**config.mk**
```make
export PLATFORM = sky130hd
export DESIGN_NAME = hazard_unit_mc
export DESIGN_NICKNAME = d
export VERILOG_FILES = /design/src/rtl/pipe_pkg.sv /design/src/rtl/hazard_match.sv /design/src/rtl/hazard_unit_mc.sv
export SDC_FILE = /design/constraint.sdc
export NUM_CORES = 1
export LEC_CHECK = 0
export ABC_AREA = 1
export CAP_MARGIN = 20
export CELL_PAD_IN_SITES_DETAIL_PLACEMENT = 0
export CELL_PAD_IN_SITES_GLOBAL_PLACEMENT = 2
export CORE_MARGIN = 2
export CORE_UTILIZATION = 25
export CTS_CLUSTER_SIZE = 12
export DETAILED_ROUTE_END_ITERATION = 6
export PLACE_DENSITY_LB_ADDON = 0.1
export SLEW_MARGIN = 0
export SYNTH_ARGS = -nofsm -noshare
export SYNTH_HDL_FRONTEND = slang
export SYNTH_SLANG_ARGS = --single-unit
export TNS_END_PERCENT = 100
```
**constraint.sdc**
```tcl
create_clock -name clk -period 1.7 [get_ports clk]
set_input_delay 0.255 -clock clk [delete_from_list [all_inputs] [get_ports clk]]
set_output_delay 0.255 -clock clk [all_outputs]
set_load 0.02 [all_outputs]
```
**src/rtl/pipe_pkg.sv**
```systemverilog
// Shared types and helpers for the pipeline hazard logic.
package pipe_pkg;

    typedef enum logic {
        IDLE  = 1'b0,
        STALL = 1'b1
    } state_e;

    localparam int unsigned REG_ZERO = 0;

    // Down-counter width: must hold MEM_LAT+1, the longest stall length.
    function automatic int unsigned cnt_width(input int unsigned mem_lat);
        return $clog2(mem_lat + 2);
    endfunction

endpackage

```
**src/rtl/hazard_match.sv**
```systemverilog
// Compares the ID-stage source registers against one producer stage's destination.
module hazard_match #(
    parameter int unsigned REG_AW = 5
) (
    input  logic [REG_AW-1:0] rd,
    input  logic              reg_write,
    input  logic [REG_AW-1:0] rs,
    input  logic [REG_AW-1:0] rt,
    input  logic              use_rs,
    input  logic              use_rt,
    output logic              match
);
    import pipe_pkg::*;

    // Register 0 is hardwired, so it is never a real dependency.
    always_comb begin
        match = 1'b0;
        if (reg_write && (rd != REG_AW'(REG_ZERO))) begin
            match = (use_rs && (rs == rd)) || (use_rt && (rt == rd));
        end
    end

endmodule

```
**src/rtl/hazard_unit_mc.sv**
```systemverilog
// Load-use / branch-in-ID hazard detection with a stall-length down-counter
// and saturating performance counters.
module hazard_unit_mc #(
    parameter int unsigned REG_AW  = 5,
    parameter int unsigned MEM_LAT = 1,
    parameter int unsigned CNT_W   = 32
) (
    input  logic              clk,
    input  logic              rst_n,
    input  logic [REG_AW-1:0] id_rs,
    input  logic [REG_AW-1:0] id_rt,
    input  logic              id_use_rs,
    input  logic              id_use_rt,
    input  logic              id_branch,
    input  logic [REG_AW-1:0] ex_rd,
    input  logic              ex_mem_read,
    input  logic              ex_reg_write,
    input  logic [REG_AW-1:0] mem_rd,
    input  logic              mem_mem_read,
    input  logic              mem_reg_write,
    input  logic              flush,
    output logic              stall,
    output logic              bubble,
    output logic [CNT_W-1:0]  stall_cycles,
    output logic [CNT_W-1:0]  hazard_events
);
    import pipe_pkg::*;

    localparam int unsigned CW = cnt_width(MEM_LAT);

    state_e        state;
    state_e        state_nxt;
    logic [CW-1:0] cnt;
    logic [CW-1:0] cnt_nxt;
    logic          match_ex;
    logic          match_mem;
    logic          hazard;
    logic [CW-1:0] need;
    logic          detect;

    hazard_match #(.REG_AW(REG_AW)) u_match_ex (
        .rd        (ex_rd),
        .reg_write (ex_reg_write),
        .rs        (id_rs),
        .rt        (id_rt),
        .use_rs    (id_use_rs),
        .use_rt    (id_use_rt),
        .match     (match_ex)
    );

    hazard_match #(.REG_AW(REG_AW)) u_match_mem (
        .rd        (mem_rd),
        .reg_write (mem_reg_write),
        .rs        (id_rs),
        .rt        (id_rt),
        .use_rs    (id_use_rs),
        .use_rt    (id_use_rt),
        .match     (match_mem)
    );

    // Required stall length; ALU producers not listed here are forwarded.
    always_comb begin
        hazard = 1'b0;
        need   = '0;
        if (id_branch && match_ex && ex_mem_read) begin
            hazard = 1'b1;
            need   = CW'(MEM_LAT + 1);
        end else if (id_branch && match_ex) begin
            hazard = 1'b1;
            need   = CW'(1);
        end else if (id_branch && match_mem && mem_mem_read) begin
            hazard = 1'b1;
            need   = CW'(MEM_LAT);
        end else if (!id_branch && match_ex && ex_mem_read) begin
            hazard = 1'b1;
            need   = CW'(MEM_LAT);
        end
    end

    always_ff @(posedge clk) begin
        if (!rst_n) begin
            state <= IDLE;
            cnt   <= '0;
        end else begin
            state <= state_nxt;
            cnt   <= cnt_nxt;
        end
    end

    // Single-cycle stalls stay in IDLE so the next cycle is re-evaluated.
    always_comb begin
        state_nxt = state;
        cnt_nxt   = cnt;
        if (flush) begin
            state_nxt = IDLE;
            cnt_nxt   = '0;
        end else begin
            unique case (state)
                IDLE: begin
                    if (hazard && (need > CW'(1))) begin
                        state_nxt = STALL;
                        cnt_nxt   = need - CW'(1);
                    end
                end
                STALL: begin
                    if (cnt <= CW'(1)) begin
                        state_nxt = IDLE;
                        cnt_nxt   = '0;
                    end else begin
                        cnt_nxt = cnt - CW'(1);
                    end
                end
                default: begin
                    state_nxt = IDLE;
                    cnt_nxt   = '0;
                end
            endcase
        end
    end

    // Reset and flush both mask the stall controls in the same cycle.
    always_comb begin
        stall  = 1'b0;
        bubble = 1'b0;
        detect = 1'b0;
        if (rst_n && !flush) begin
            unique case (state)
                IDLE: begin
                    if (hazard) begin
                        stall  = 1'b1;
                        bubble = 1'b1;
                        detect = 1'b1;
                    end
                end
                STALL: begin
                    stall  = 1'b1;
                    bubble = 1'b1;
                end
                default: begin
                    stall  = 1'b0;
                    bubble = 1'b0;
                end
            endcase
        end
    end

    always_ff @(posedge clk) begin
        if (!rst_n) begin
            stall_cycles  <= '0;
            hazard_events <= '0;
        end else begin
            if (stall && (stall_cycles != '1)) begin
                stall_cycles <= stall_cycles + CNT_W'(1);
            end
            if (detect && (hazard_events != '1)) begin
                hazard_events <= hazard_events + CNT_W'(1);
            end
        end
    end

endmodule

```
==> results of run 1 <==
[worst min-delay path by stage]
stage                startpoint                 to  slack [ns]  cells after the start
2_1_floorplan             rst_n  hazard_events[18]        0.38                      2
3_3_place_gp             cnt[0]             cnt[1]        0.46                      2
3_5_place_dp             cnt[0]             cnt[1]        0.47                      2
4_1_cts                  cnt[0]             cnt[1]        0.48                      2
5_1_grt        stall_cycles[31]   stall_cycles[31]        0.50                      2
6_report            ex_mem_read              state        0.46                      4
[cells by family (layout without fill, tap and decap cells)]
logic type / count (synthesis) / after routing / share of synthesized area
simple gates: 469 / 469 / 0.456
flops: 67 / 67 / 0.279
xor+xnor: 46 / 46 / 0.0839
fa+ha+maj: 2 / 2 / 0.00521
compound gates: 71 / 71 / 0.0764
buf+inv: 111 / 364 / 0.0993
[routing by layer]
layer,wire length (um),part of all wire,vias to the layer above,GRT usage
met2,9080,0.46,133,0.310
met4,350,0.018,0,0.0625
met1,9490,0.48,2840,0.266
met5,0,0,-,0
li1,-,-,3001,-
met3,982,0.049,22,0.0347
[worst max-delay path: stages (launching register included)]
cell and delay (ns):
dfxtp_4 0.36, ha_4 0.15, inv_4 0.04, nor2_4 0.12, buf_6 0.13, nand2_4 0.05
nor2_4 0.13, nand4_4 0.11, nand4_4 0.17, buf_12 0.14, buf_16 0.13, nand2_2 0.05
a21oi_2 0.10
[power groups by stage]
| stage | Sequential, mW | Combinational [mW] | Clock (mW) |
|---|---|---|---|
| finish | 1.56 | 0.334 | 1.93 |
| global route | 1.56 | 0.365 | 2.05 |
| CTS | 1.57 | 0.315 | 1.97 |
| detailed placement | 1.60 | 0.305 | 0 |
| global placement | 1.60 | 0.308 | 0 |
| floorplan | 1.60 | 0.142 | 0 |
[Yosys cell counts (all sizes together)]
library cell,instances
xnor2,12
clkbuf,7
nor4,2
o21ai,17
and3,2
nand2,221
nand3b,3
a21oi,54
or2,1
nor2,112
buf,19
xor2,34
dfxtp,67
ha,2
inv,85
and2,2
nand4,64
nand3,40
nor3,22
[final cells by class]
| cell class | count | area, um^2 | share of cell area |
|---|---|---|---|
| multi-input cells | 588 | 3760 | 0.446 |
| inverters | 85 | 324 | 0.0385 |
| repair buffers | 263 | 2360 | 0.280 |
| clock inverters | 6 | 65.1 | 0.00773 |
| flip-flops and latches | 67 | 1390 | 0.165 |
| clock buffers | 10 | 229 | 0.0272 |
| well taps | 234 | 293 | 0.0348 |
[flip-flops by register name, summed over array words and instances (netlist names)]
register and cells:
cnt 2, stall_cycles 32, state 1, hazard_events 32
[cells in the final DEF, fill, tap and decap left out, types with 33 or more instances in the layout]
| cell | instances |
|---|---|
| nand2_1 | 156 |
| buf_4 | 141 |
| nor2_1 | 73 |
| inv_1 | 63 |
| nand4_1 | 61 |
| dfxtp_1 | 43 |
| a21oi_2 | 41 |
| nand2_2 | 39 |
| xor2_1 | 34 |
| dlygate4sd2_1 | 33 |
[timing repair]
| item | 4_1_cts | 5_1_grt |
|---|---|---|
| endpoints found under the setup margin | 96 | 82 |
| gates resized for setup | 172 | 230 |
| hold buffers | 0 | 0 |
| setup buffers | 22 | 13 |
| gates cloned | 4 | 2 |
| pin swaps | 43 | 76 |
| endpoints found under the hold margin | 0 | 0 |
[metrics by stage]
step	total power [mW]	setup TNS, ns
finish	3.82	-0.794
global route	3.97	-7.31
CTS	3.86	-0.644
detailed placement	1.91	-46.34
global placement	1.91	-46.71
floorplan	1.74	0
==> results by group, run 1 <==
Timing
  – Peak Freq: 0.566 GHz
  – Max-slew violation count: 0
  – Hold Fails Final Rpt: 0
  – Tcrit/Tclk final: 1.04
  – Setup WS post-layout: -0.0671 ns
  – Worst slew pin tran: 0.821 ns
  – Fin Clk Skew: 0.00799 ns
  – Final Critical Period: 1.77 ns
  – # setup viols final: 29
  – Relative slew slack: 0.453
  – RSZ-0062 raised after global routing: yes
  – Hold slack: 0.461 ns

Detailed routing
  – DR vias: 5996
  – ANT nets after route: 0
  – Remaining DRCs: 0
  – DR vias/cell: 4.79
  – Routed len/inst: 15.9 um
  – TritonRoute pass-1 iters: 4
  – DRT iter0 DRCs: 309
  – WL final: 19900 um

Critical path
  – Reg2reg end: hazard_events[11]
  – FF-to-FF path depth: 12
  – CP Capture Point: hazard_events[11]
  – Critical Path RT: 1.97 ns
  – Crit. End Element: flop
  – R2R setup slack: -0.07 ns
  – Setup Crit Path Kind: reg -> reg
  – Worst Path Max Fanout: 5
  – Reg-to-reg critical path startpoint: hazard_events[0]
  – Crit path launch type: flop
  – CP arrival: 2.04 ns
  – Worst Setup SP: hazard_events[0]

Clocking
  – Clk buf depth: 2
  – Htree depth: 3
  – CTS buffer count: 9
  – CTS Sinks: 67
  – CTS Root Buffer Type: clkbuf_16
  – Clk_lat worst skew: 0.35 ns
  – TritonCTS clock tree: yes
  – Clk slew on worst S/H paths: 0.06 ns

Pwr
  – P_leak: 3.92 nW
  – Net Sw Frac: 0.262
  – Clk pwr share: 0.504
  – Combinational share of power: 0.088
  – Sequential power share: 0.409
  – Worst vdd ir: 0.490 mV
  – NetSw: 1.00 mW
  – PD cells: 454 nW/um^2
  – P_int: 2.82 mW

Place
  – Cell count after placement: 1204
  – Dpl cell area: 6970 um^2
  – Worst slack at placement: -0.859 ns
  – Detail Placement HPWL: 14400 um
  – Port Buffer Count: 95
  – Placer Congestion: 0.901

GRT
  – Vias in the first global route: 5970
  – GR Overflow Total: 0
  – Pin count of the biggest net entering global routing: 50
  – Initial antenna violation count: 0
  – First-pass GRT wire length: 30800 um
  – GRT Util Overall: 0.195

Outcome
  – Run status: finished, violations left
  – Failing checks: setup timing

Final layout
  – Design area: 8420 um^2
  – Finished Layout Cells: 1253
  – Synthesis-to-finish area growth: 75.3%
  – FILL cells: 1985
  – Final core utilization: 0.448
  – Ant. Diodes: 0
  – NumNets Final: 1046
  – Share of cells above drive strength 1: 0.431

Logic synthesis
  – Syn_nets: 798
  – Synth Register Bits: 67
  – Post-synthesis cell type count: 36
  – YS warnings: 0
  – Sequential share of the synthesized area: 0.279
  – Area contributors post-synth: dfxtp_1, nand2_1, nand4_1
  – Post-synthesis cell count: 766
  – Yosys top cell area share: 0.279
  – Synthesized cell area: 4800 um^2
  – Synth area leader: dfxtp_1
  – Syn_area_per_cell: 6.27 um^2

Floorplanning
  – Die footprint: 20300 um^2
  – Die width: 143 um
  – FP Rows: 50
  – Starting density of the core: 0.256
  – Core ar.: 18800 um^2
  – I/O pin total: 96
  – Die height: 143 um

Hold path
  – Hold crit path type: in -> reg

Run
  – Max-Cap Viols: 0
(Power assumes the default switching activity.)
==> run 2, diff against run 1 <==
--- a/config.mk
+++ b/config.mk
@@ -7,10 +7,10 @@
 export LEC_CHECK = 0
 export ABC_AREA = 1
 export CAP_MARGIN = 20
-export CELL_PAD_IN_SITES_DETAIL_PLACEMENT = 0
-export CELL_PAD_IN_SITES_GLOBAL_PLACEMENT = 2
+export CELL_PAD_IN_SITES_DETAIL_PLACEMENT = 1
+export CELL_PAD_IN_SITES_GLOBAL_PLACEMENT = 1
 export CORE_MARGIN = 2
-export CORE_UTILIZATION = 25
+export CORE_UTILIZATION = 33
 export CTS_CLUSTER_SIZE = 12
 export DETAILED_ROUTE_END_ITERATION = 6
 export PLACE_DENSITY_LB_ADDON = 0.1
@@ -18,4 +18,4 @@
 export SYNTH_ARGS = -nofsm -noshare
 export SYNTH_HDL_FRONTEND = slang
 export SYNTH_SLANG_ARGS = --single-unit
-export TNS_END_PERCENT = 100
+export TNS_END_PERCENT = 1
==> run 2 against run 1 <==
Against the previous run: worst hold slack better by 0.018 ns; power is 0.91% higher; critical path type unchanged; sequential cell count stayed put; register-to-register slack worse by 0.04 ns; the run still ends with setup timing left; sequential power hardly changed; largest cell class unchanged; clock power is 2% higher; first-iteration DRC count is 15% higher; sequential share of layout area is 2.1 points higher.
==> results by group, run 2 (same netlist as run 1, synthesis figures left out) <==
Outcome
  – Run status: finished, violations left
  – Failing checks: setup timing

Pwr
  – P_leak: 3.38 nW (-14%)
  – Worst vdd ir: 0.399 mV (-19%)
  – Final Power: 3.86 mW (+0.91%)
  – PD cells: 522 nW/um^2 (+15%)

Critical path
  – Critical Path RT: 1.93 ns (-0.04 ns)
  – CP arrival: 2.04 ns (about the same)
  – Critical path's top delay family: simple AND/OR/NAND/NOR gates
  – WP buf/inv: 0 (-4)
  – FF-to-FF path depth: 10 (-2)
  – Worst Path Max Fanout: 5 (unchanged)
  – Setup Crit Path Kind: reg -> reg
  – Crit. End Element: flop
  – Most used cell, CP: nor2_4
  – Slowest stage delay, CP: 0.41 ns (+0.05 ns)
  – Crit path launch type: flop
  – Slowest cell on crit path: dfxtp_1
  – Crit path depth: 10 (-2)
  – Cell Chain, Critical Path: nand2_1 -> nor2_4 -> nand3_4 -> nor2_4 -> nand4_1 -> nor2_4 -> nor2_4 -> and2_4 -> o21ai_2 -> nor2_1

Timing
  – Hold slack: 0.479 ns (+0.0178 ns)
  – Fin Clk Skew: 0.00407 ns (-0.00392 ns)
  – Peak Freq: 0.553 GHz (-2.2%)
  – # setup viols final: 30 (+3.4%)
  – Worst slew pin tran: 0.623 ns (-0.197 ns)
  – RSZ-0062 raised after global routing: yes
  – Tcrit/Tclk final: 1.06 (+0.0237)
  – Relative slew slack: 0.584 (+0.132)
  – Setup WS post-layout: -0.107 ns (-0.0402 ns)
  – Final setup TNS: -1.89 ns (-1.10 ns)
  – Hold Fails Final Rpt: 0 (unchanged)
  – Final Critical Period: 1.81 ns (+0.0402 ns)
  – Max-slew violation count: 0 (unchanged)

Clocking
  – Cts hold-fix bufs: 0 (unchanged)
  – CTS Root Buffer Type: clkbuf_16
  – Clk buf depth: 2 (unchanged)
  – Clk slew on worst S/H paths: 0.06 ns (about the same)
  – CTS Sinks: 67 (unchanged)
  – TritonCTS clock tree: yes
  – Clk_lat worst skew: 0.34 ns (about the same)
  – Htree depth: 3 (unchanged)
  – CTS buffer count: 9 (unchanged)

Final layout
  – Most frequent cells in the layout: nand2_1, buf_4, nor2_1
  – Synthesis-to-finish area growth: 54.0%
  – NumNets Final: 997 (-4.7%)
  – Final core utilization: 0.514 (+0.0661)
  – Finished Layout Cells: 1154 (-7.9%)
  – Commonest non-fill, non-tap cell in the layout: nand2_1
  – Design area: 7390 um^2 (-12%)
  – Ant. Diodes: 0 (unchanged)
  – Largest registers: hazard_events (32), stall_cycles (32), cnt (2)
  – Share of cells above drive strength 1: 0.269 (-0.162)

GRT
  – GRT Util Overall: 0.247 (+0.0529)
  – First-pass GRT wire length: 31400 um (+1.8%)
  – Pin count of the biggest net entering global routing: 50 (unchanged)
  – Initial antenna violation count: 0 (unchanged)
  – GR Overflow Total: 0 (unchanged)
  – Vias in the first global route: 6127 (+2.6%)

Floorplanning
  – FP Rows: 44 (-12%)
  – Starting density of the core: 0.334 (+0.0783)
  – Die height: 125 um (-13%)
  – Core ar.: 14400 um^2 (-23%)
  – Die footprint: 15500 um^2 (-24%)
  – Die width: 125 um (-13%)
  – I/O pin total: 96 (unchanged)

Hold path
  – Hold crit path type: in -> reg
  – Worst Hold Depth: 4 (unchanged)

Detailed routing
  – Remaining DRCs: 0 (unchanged)
  – DRT iter0 DRCs: 354 (+15%)
  – DR vias: 5967 (-0.48%)
  – WL final: 19900 um (about the same)
  – Metal3 WL: 918 um (-6.5%)
  – Max layer used: met4
  – ANT nets after route: 0 (unchanged)
  – Routed len/inst: 17.2 um (+8.6%)
  – TritonRoute pass-1 iters: 6 (+2)
  – Met2 wire len: 9570 um (+5.4%)
  – Met1 WL: 9150 um (-3.6%)
  – DR vias/cell: 5.17 (+8.1%)

Place
  – Cell count after placement: 1125 (-6.6%)
  – Detail Placement HPWL: 14400 um (-0.33%)
  – Placer Congestion: 0.937 (+4.0%)
  – Worst slack at placement: -0.854 ns (+0.00580 ns)
  – Port Buffer Count: 95 (unchanged)
  – Dpl cell area: 6710 um^2 (-3.7%)

Run
  – Max-Cap Viols: 0 (unchanged)
==> run 2: cell types whose count changed in the layout (fill, tap and decap cells not counted), sizes merged, moves of 2 or more <==
cell / change
buf: -52
clkbuf: +5
dlymetal6s2s: -2
clkdlybuf4s50: +20
dlygate4sd2: -19
clkdlybuf4s15: +2
==> run 2: report_power, final <==
group / switching, mW / internal, mW
logic: 0.198 / 0.119
clock network: 0.728 / 1.24
registers: 0.00140 / 1.57
total: 0.928 / 2.93
==> run 2: metal layers <==
layer,vias to the layer above,global-route usage
met2,142,0.417
li1,2893,-
met3,21,0.0404
met5,-,0
met4,0,0.0595
met1,2911,0.331
==> run 2: final timing paths <==
check | from | endpoint | slack (ns)
max reg2reg | hazard_events[6] | hazard_events[0] | -0.11
min reg2reg | cnt[0] | cnt[1] | 0.49
max | hazard_events[6] | hazard_events[0] | -0.11
min | id_branch | state | 0.48
==> run 2: worst register-to-register path: stages, from the launching register on <==
cell     delay (ns)
dfxtp_1        0.41
nand2_1        0.16
nor2_4         0.16
nand3_4        0.09
nor2_4         0.10
nand4_1        0.17
nor2_4         0.19
nor2_4         0.08
and2_4         0.17
o21ai_2        0.11
nor2_1         0.06
==> run 2: final cells by class <==
class | count | area [um^2]
clock buffers | 14 | 307
clock inverters | 2 | 12.5
fillers | 1875 | 6980
inverters | 85 | 322
multi-input cells | 589 | 3230
flip-flops and latches | 67 | 1380
well taps | 184 | 230
repair buffers | 213 | 1910
==> run 2: what timing repair did <==
action,4_1_cts,5_1_grt
cloned,1,3
resized for setup,96,94
endpoints found under the setup margin,81,83
buffers inserted,7,3
pin swaps,29,34
